[src/rtl/aes_vec_sequencer.sv]
// Table-driven stimulus sequencer for the AES_top input interface, with result capture and timeout.
// Optional build macro AES_SEQ_TOGGLE_EN: drive an LFSR pattern on AES_data_in during GAP.
module aes_vec_sequencer #(
  parameter int DW       = 128,
  parameter int DEPTH    = 8,
  parameter int AW       = $clog2(DEPTH),
  parameter int HOLD_CYC = 51,
  parameter int GAP_CYC  = 15,
  parameter int TIMEOUT  = 1024
) (
  input  logic          AES_clk,
  input  logic          AES_rst,
  input  logic          cfg_we,
  input  logic [AW-1:0] cfg_addr,
  input  logic [DW-1:0] cfg_data,
  input  logic [DW-1:0] cfg_key,
  input  logic          start,
  input  logic          stop,
  input  logic          loop_mode,
  input  logic [AW:0]   num_vec,
  output logic          AES_en,
  output logic [DW-1:0] AES_data_in,
  output logic [DW-1:0] AES_key_in,
  input  logic [DW-1:0] AES_data_out,
  input  logic          AES_data_out_valid,
  output logic          res_valid,
  output logic [AW-1:0] res_idx,
  output logic [DW-1:0] res_data,
  output logic          busy,
  output logic          done,
  output logic          timeout_err,
  output logic [15:0]   vec_cnt
);

  localparam int MAXC = (HOLD_CYC > GAP_CYC) ? HOLD_CYC : GAP_CYC;
  localparam int CW   = $clog2(MAXC + 1);
  localparam int TW   = $clog2(TIMEOUT + 1);

  typedef enum logic [2:0] {S_IDLE, S_LOAD, S_DRIVE, S_WAIT, S_GAP, S_NEXT} state_t;
  state_t state, state_nxt;

  logic [DW-1:0] tbl_data [DEPTH];
  logic [DW-1:0] tbl_key  [DEPTH];
  logic [AW-1:0] idx;
  logic [AW-1:0] last_idx;
  logic [AW:0]   nv_eff;
  logic [CW-1:0] cnt;
  logic [TW-1:0] tmo_cnt;
  logic          captured;
  logic          stop_lat;
  logic          stop_eff;
  logic          wrap;
  logic          hit;
  logic          tmo_hit;
  logic [DW-1:0] gap_data;

`ifdef AES_SEQ_TOGGLE_EN
  localparam int REP = (DW + 31) / 32;
  logic [31:0]       lfsr;
  logic [31:0]       lfsr_nxt;
  logic [REP*32-1:0] lfsr_rep;

  // Galois form, right shift, taps x^32+x^22+x^2+x+1
  always_comb begin
    lfsr_nxt = {1'b0, lfsr[31:1]} ^ (lfsr[0] ? 32'h8020_0003 : '0);
    lfsr_rep = {REP{lfsr}};
    gap_data = lfsr_rep[DW-1:0];
  end

  always_ff @(posedge AES_clk) begin
    if (AES_rst)
      lfsr <= 32'h1;
    else if (state == S_GAP)
      lfsr <= lfsr_nxt;
  end
`else
  always_comb gap_data = AES_data_in;
`endif

  always_comb begin
    if (num_vec == '0)
      nv_eff = (AW+1)'(1);
    else if (num_vec > (AW+1)'(DEPTH))
      nv_eff = (AW+1)'(DEPTH);
    else
      nv_eff = num_vec;
    last_idx = AW'(nv_eff - (AW+1)'(1));
    wrap     = (idx == last_idx);
    stop_eff = stop_lat | stop;
    hit      = AES_data_out_valid && !captured && (state == S_DRIVE || state == S_WAIT);
    tmo_hit  = (state == S_WAIT) && !captured && !AES_data_out_valid &&
               (tmo_cnt == TW'(TIMEOUT - 1));
  end

  always_ff @(posedge AES_clk) begin
    if (AES_rst)
      state <= S_IDLE;
    else
      state <= state_nxt;
  end

  always_comb begin
    state_nxt = state;
    case (state)
      S_IDLE:  if (start) state_nxt = S_LOAD;
      S_LOAD:  state_nxt = S_DRIVE;
      S_DRIVE: if (cnt == CW'(HOLD_CYC - 1)) state_nxt = S_WAIT;
      S_WAIT:  if (captured || AES_data_out_valid || tmo_hit) state_nxt = S_GAP;
      S_GAP:   if (cnt == CW'(GAP_CYC - 1)) state_nxt = S_NEXT;
      S_NEXT:  state_nxt = (stop_eff || (wrap && !loop_mode)) ? S_IDLE : S_LOAD;
      default: state_nxt = S_IDLE;
    endcase
  end

  always_comb begin
    busy   = (state != S_IDLE);
    AES_en = (state == S_DRIVE);
  end

  // Table is deliberately left out of reset so contents survive AES_rst.
  always_ff @(posedge AES_clk) begin
    if (cfg_we) begin
      tbl_data[cfg_addr] <= cfg_data;
      tbl_key[cfg_addr]  <= cfg_key;
    end
  end

  always_ff @(posedge AES_clk) begin
    if (AES_rst)
      cnt <= '0;
    else if (state_nxt != state)
      cnt <= '0;
    else
      cnt <= cnt + CW'(1);
  end

  always_ff @(posedge AES_clk) begin
    if (AES_rst) begin
      AES_data_in <= '0;
      AES_key_in  <= '0;
      res_valid   <= 1'b0;
      res_idx     <= '0;
      res_data    <= '0;
      done        <= 1'b0;
      timeout_err <= 1'b0;
      vec_cnt     <= '0;
      idx         <= '0;
      tmo_cnt     <= '0;
      captured    <= 1'b0;
      stop_lat    <= 1'b0;
    end else begin
      res_valid <= 1'b0;
      done      <= 1'b0;
      if (state != S_IDLE && stop)
        stop_lat <= 1'b1;
      if (hit) begin
        res_valid <= 1'b1;
        res_data  <= AES_data_out;
        res_idx   <= idx;
        captured  <= 1'b1;
      end
      if (tmo_hit)
        timeout_err <= 1'b1;
      case (state)
        S_IDLE: if (start) begin
          idx         <= '0;
          timeout_err <= 1'b0;
          vec_cnt     <= '0;
          stop_lat    <= 1'b0;
        end
        S_LOAD: begin
          AES_data_in <= tbl_data[idx];
          AES_key_in  <= tbl_key[idx];
          captured    <= 1'b0;
          tmo_cnt     <= '0;
        end
        S_DRIVE, S_WAIT:
          if (tmo_cnt != TW'(TIMEOUT - 1))
            tmo_cnt <= tmo_cnt + TW'(1);
        S_GAP:
          AES_data_in <= gap_data;
        S_NEXT: begin
          if (vec_cnt != '1)
            vec_cnt <= vec_cnt + 16'd1;
          // The stop-clear here must follow the generic latch above so it wins.
          if (state_nxt == S_IDLE) begin
            done     <= 1'b1;
            stop_lat <= 1'b0;
          end else begin
            idx <= wrap ? '0 : idx + AW'(1);
          end
        end
        default: ;
      endcase
    end
  end

endmodule
[config.mk]
export PLATFORM = sky130hd
export DESIGN_NAME = aes_vec_sequencer
export DESIGN_NICKNAME = d
export VERILOG_FILES = /design/src/rtl/aes_vec_sequencer.sv
export SDC_FILE = /design/constraint.sdc
export NUM_CORES = 2
export LEC_CHECK = 0
export BUFFER_PORTS_ARGS = -buffer_cell sky130_fd_sc_hd__buf_2
export CAP_MARGIN = 20
export CORE_MARGIN = 2
export CORE_UTILIZATION = 30
export DETAILED_ROUTE_END_ITERATION = 8
export PLACE_DENSITY = 0.45
export SKIP_LAST_GASP = 1
export SYNTH_ARGS = -nofsm -noshare
export SYNTH_HDL_FRONTEND = slang
export SYNTH_SLANG_ARGS = --single-unit
[constraint.sdc]
create_clock -name AES_clk -period 33.8 [get_ports AES_clk]
set_input_delay 6.76 -clock AES_clk [delete_from_list [all_inputs] [get_ports AES_clk]]
set_output_delay 6.76 -clock AES_clk [all_outputs]
set_load 0.005 [all_outputs]
==> Implementation_results.wiki <==
{| class="wikitable"
! Metric !! Value
|-
| Result of the run || finished, final reports clean
|-
| Area growth syn-to-layout || 19.7%
|-
| Reg2Reg Setup Slack || roughly 29 ns
|-
| Worst ir drop on vdd || roughly 0.000039 V
|-
| Max frequency || 0.103 GHz
|-
| Clock tree from TritonCTS || built
|-
| Root Buffer Master || sky130_fd_sc_hd__clkbuf_16
|-
| Via count of the first global-routing pass || 47500
|-
| Worst-margin pin slew || around 1.1 ns
|-
| Max-cap violation count || 0
|-
| Depth of the worst hold-timing path || 2
|-
| Post-route DRC violation count || 0
|-
| Setup-failing EPs final || 0
|-
| First-iteration detailed-routing DRC count || just under 3000
|-
| Most frequent standard cell in the layout excluding fill and tap cells || sky130_fd_sc_hd__edfxtp_1
|-
| Switching power summed over all nets || 1.41 mW
|-
| Worst hold start || AES_key_in[39]$_SDFFE_PP0P_
|-
| Area enclosed by the die boundary || about 310000 um2
|-
| Arrival time at the worst endpoint || a little over 10 ns
|-
| Worst-path fanout max || 45
|-
| Total of buffers placed on input and output ports || between 800 and 900
|-
| Ratio of routed vias to standard cells || around 4.6
|-
| Cell-by-cell trace of the critical path || buf_2 > nand2_1 > nor2_4 > buf_4 > buf_4 > buf_4
|-
| Most frequent cells in the layout || sky130_fd_sc_hd__edfxtp_1 (2048), sky130_fd_sc_hd__buf_2 (804), sky130_fd_sc_hd__nand2_1 (542)
|-
| Endpoint of the lowest-slack register-to-register path || AES_key_in[77]$_SDFFE_PP0P_
|-
| YS warnings || 0
|-
| Total Wirelength || 233000 um
|-
| Starting density of the core || 0.302
|-
| Number of nets produced by synthesis || approximately 5000
|-
| Die span in y || ~550 um
|-
| Most repeated library cell on the critical path || sky130_fd_sc_hd__buf_4
|-
| Pwr per Cell Area || around 60 nW/um2
|-
| Startpoint class of the critical path || primary input
|-
| Number of instances in the synthesized netlist || ~4600
|-
| Data required time at the worst endpoint || between 30 and 40 ns
|-
| Final-stage net count || 5964
|-
| Worst-case reg-to-reg path depth || 7
|-
| Unique cell type count in the Yosys netlist || 62
|-
| Fraction of layout cells with a size suffix above 1 || 0.317
|-
| CTS Buf Count || 282
|-
| Final hold violations || 0
|-
| Worst max-slew margin expressed relative to the limit || 0.275
|-
| Largest net degree at the start of global routing || about 140
|-
| Number of fillers in the final layout || 28200
|-
| Post-route cell area || between 100000 and 150000 um2
|-
| Number of levels the H-tree was split into || 5
|-
| Post-synth EDFFs || between 2000 and 2500
|-
| RSZ-0062 raised after global routing || no
|-
| Crit Path Class || primary input to flop
|-
| Antenna violations before repair || between 100 and 150
|-
| Part of the cycle the worst path needs || 0.288
|-
| Number of pins with negative max-slew slack in the final report || 0
|-
| Critical register-to-register path startpoint || idx[1]$_SDFFE_PP0P_
|-
| Reported leakage power || 37.3 nW
|-
| Clock Latency Late Sink || between 0.8 and 0.9 ns
|-
| Number of setup buffers added after CTS || 0
|-
| Placed Area || about 99000 um2
|-
| Global-route total usage across every layer || 0.148
|-
| Fraction of power spent switching nets || 0.214
|-
| Proportion of power drawn by flip-flops and latches || 0.520
|-
| Pre-Repair DR Iteration Count || 5
|-
| Part of the Yosys area used for sequential elements || 0.773
|-
| Minimum clock period || approximately 9.7 ns
|-
| Critical Path Sink Type || flop
|-
| Row cnt || between 200 and 250
|-
| Mean post-synth cell area || approximately 20 um2
|-
| Clock Skews || approximately 0.031 ns
|-
| Clock sinks || between 2000 and 2500
|-
| Overflow left after global routing || 0
|-
| Synthesized flop and latch total || about 2500
|-
| Total standard cell area after synthesis || 90700 um2
|-
| Internal Dissipation || roughly 5.2 mW
|-
| Number of non-filler instances in the completed layout || 9755
|-
| Largest stage delay on the critical path || around 0.89 ns
|-
| Cts-stage hold buffer count || 0
|-
| Width of the chip || approximately 550 um
|-
| Half-perimeter wire length of the detailed placement result || between 100000 and 150000 um
|-
| First-pass GRT wire length || between 300000 and 400000 um
|-
| Fraction of power consumed by combinational cells || 0.031
|-
| Clk buf depth || 4
|-
| Share of synthesized flip-flops with an asynchronous set or reset || 0
|-
| Worst-path cell with the longest stage delay || sky130_fd_sc_hd__nor2_4
|-
| Clock slew at reported path FFs || 0.05 ns
|-
| Cell count after placement || ~9200
|-
| Ports || between 800 and 900
|-
| Clk pwr share || 0.449
|-
| Worst min-delay path category || flop to flop
|-
| Placer's final routability congestion estimate || ~0.85
|-
| Hold Path Sink || AES_key_in[39]$_SDFFE_PP0P_
|-
| Final-layout setup total negative slack || 0 ns
|-
| Main flop type after synthesis || sky130_fd_sc_hd__edfxtp_1
|-
| Final antenna-violating net count || 0
|-
| Resized Gates After CTS || 0
|-
| Wirelength per Cell || approximately 24 um
|-
| Floorplan Core Area || ~300000 um2
|-
| DR vias || roughly 45000
|}
[worst max-delay path: cells and delay by family]
kind	cells	cell delay [ns]
buf+inv	4	2.18
simple gates	2	1.09
[logic make-up (layout without fill, tap and decap cells)]
family | after synthesis | count (layout) | synth area share
compound gates | 427 | 427 | 0.0245
xor+xnor | 25 | 25 | 0.00241
fa+ha+maj | 6 | 6 | 0.000828
buf+inv | 259 | 1408 | 0.0130
flops | 2479 | 2479 | 0.773
mux | 769 | 769 | 0.156
other cells | 0 | 16 | 0
simple gates | 667 | 667 | 0.0304
[per-stage QoR]
step                utilization  setup slack (ns)  power, mW  hold WS [ns]
detailed placement        0.331             22.98       3.72         0.437
CTS                       0.361             23.92       6.73         0.450
floorplan                     -              8.28       3.61         0.430
global placement          0.331             22.98       3.71         0.430
finish                    0.361             24.08       6.62         0.447
global route              0.361             23.85       6.87         0.468
[registers in the layout (all words and copies together) (netlist names), 3 cells and up]
| signal | flops |
|---|---|
| state | 3 |
| tbl_data | 1024 |
| vec_cnt | 16 |
| tbl_key | 1024 |
| cnt | 6 |
| tmo_cnt | 11 |
| AES_key_in | 128 |
| res_idx | 3 |
| idx | 3 |
| res_data | 128 |
| AES_data_in | 128 |
[worst max-delay path by stage]
| stage | start | end | slack [ns] |
|---|---|---|---|
| 2_1_floorplan | cfg_addr[0] | tbl_data[0][0]$_DFFE_PP_ | 8.28 |
| 3_3_place_gp | cfg_we | tbl_data[7][76]$_DFFE_PP_ | 22.98 |
| 3_5_place_dp | cfg_we | tbl_data[7][76]$_DFFE_PP_ | 22.98 |
| 4_1_cts | cfg_we | tbl_key[7][101]$_DFFE_PP_ | 23.92 |
| 5_1_grt | cfg_addr[1] | tbl_key[5][99]$_DFFE_PP_ | 23.85 |
| 6_report | cfg_we | tbl_data[7][86]$_DFFE_PP_ | 24.08 |
[synthesized netlist by cell type, types with 29 or more instances]
cell / number / area share
sky130_fd_sc_hd__dfxtp_1: 431 / 0.095
sky130_fd_sc_hd__a21oi_1: 141 / 0.0078
sky130_fd_sc_hd__nor2_1: 51 / 0.0021
sky130_fd_sc_hd__edfxtp_1: 2048 / 0.68
sky130_fd_sc_hd__mux2i_1: 257 / 0.028
sky130_fd_sc_hd__mux4_2: 512 / 0.13
sky130_fd_sc_hd__o21ai_0: 263 / 0.015
sky130_fd_sc_hd__clkbuf_1: 110 / 0.0046
sky130_fd_sc_hd__buf_2: 69 / 0.0038
sky130_fd_sc_hd__buf_4: 29 / 0.0024
sky130_fd_sc_hd__buf_1: 43 / 0.0018
sky130_fd_sc_hd__nand2_1: 542 / 0.022
[metal layers]
| layer | wire length, um | global-route usage |
|---|---|---|
| met1 | 96000 | 0.182 |
| met2 | 119000 | 0.262 |
| met3 | 12700 | 0.0356 |
| met4 | 5650 | 0.0334 |
| met5 | 384 | 0 |
[cell type report]
| cell class | count | area (um2) | area share |
|---|---|---|---|
| flip-flops and latches | 2479 | 70100 | 0.646 |
| multi-input cells | 1894 | 19400 | 0.179 |
| clock buffers | 396 | 7900 | 0.0728 |
| well taps | 3958 | 4950 | 0.0456 |
| repair buffers | 896 | 4850 | 0.0447 |
| clock inverters | 109 | 1140 | 0.0105 |
| diodes | 16 | 40.0 | 0.000369 |
| inverters | 7 | 33.8 | 0.000311 |
[power groups by stage]
stage,Clock (mW),Sequential [mW],Combinational (mW)
final,2.97,3.44,0.205
after global routing,3.19,3.45,0.227
after CTS,3.07,3.44,0.213
after detailed placement,0,3.51,0.213
after global placement,0,3.50,0.209
after floorplan,0,3.52,0.0833
No activity file was read; power rests on OpenSTA's default activity.
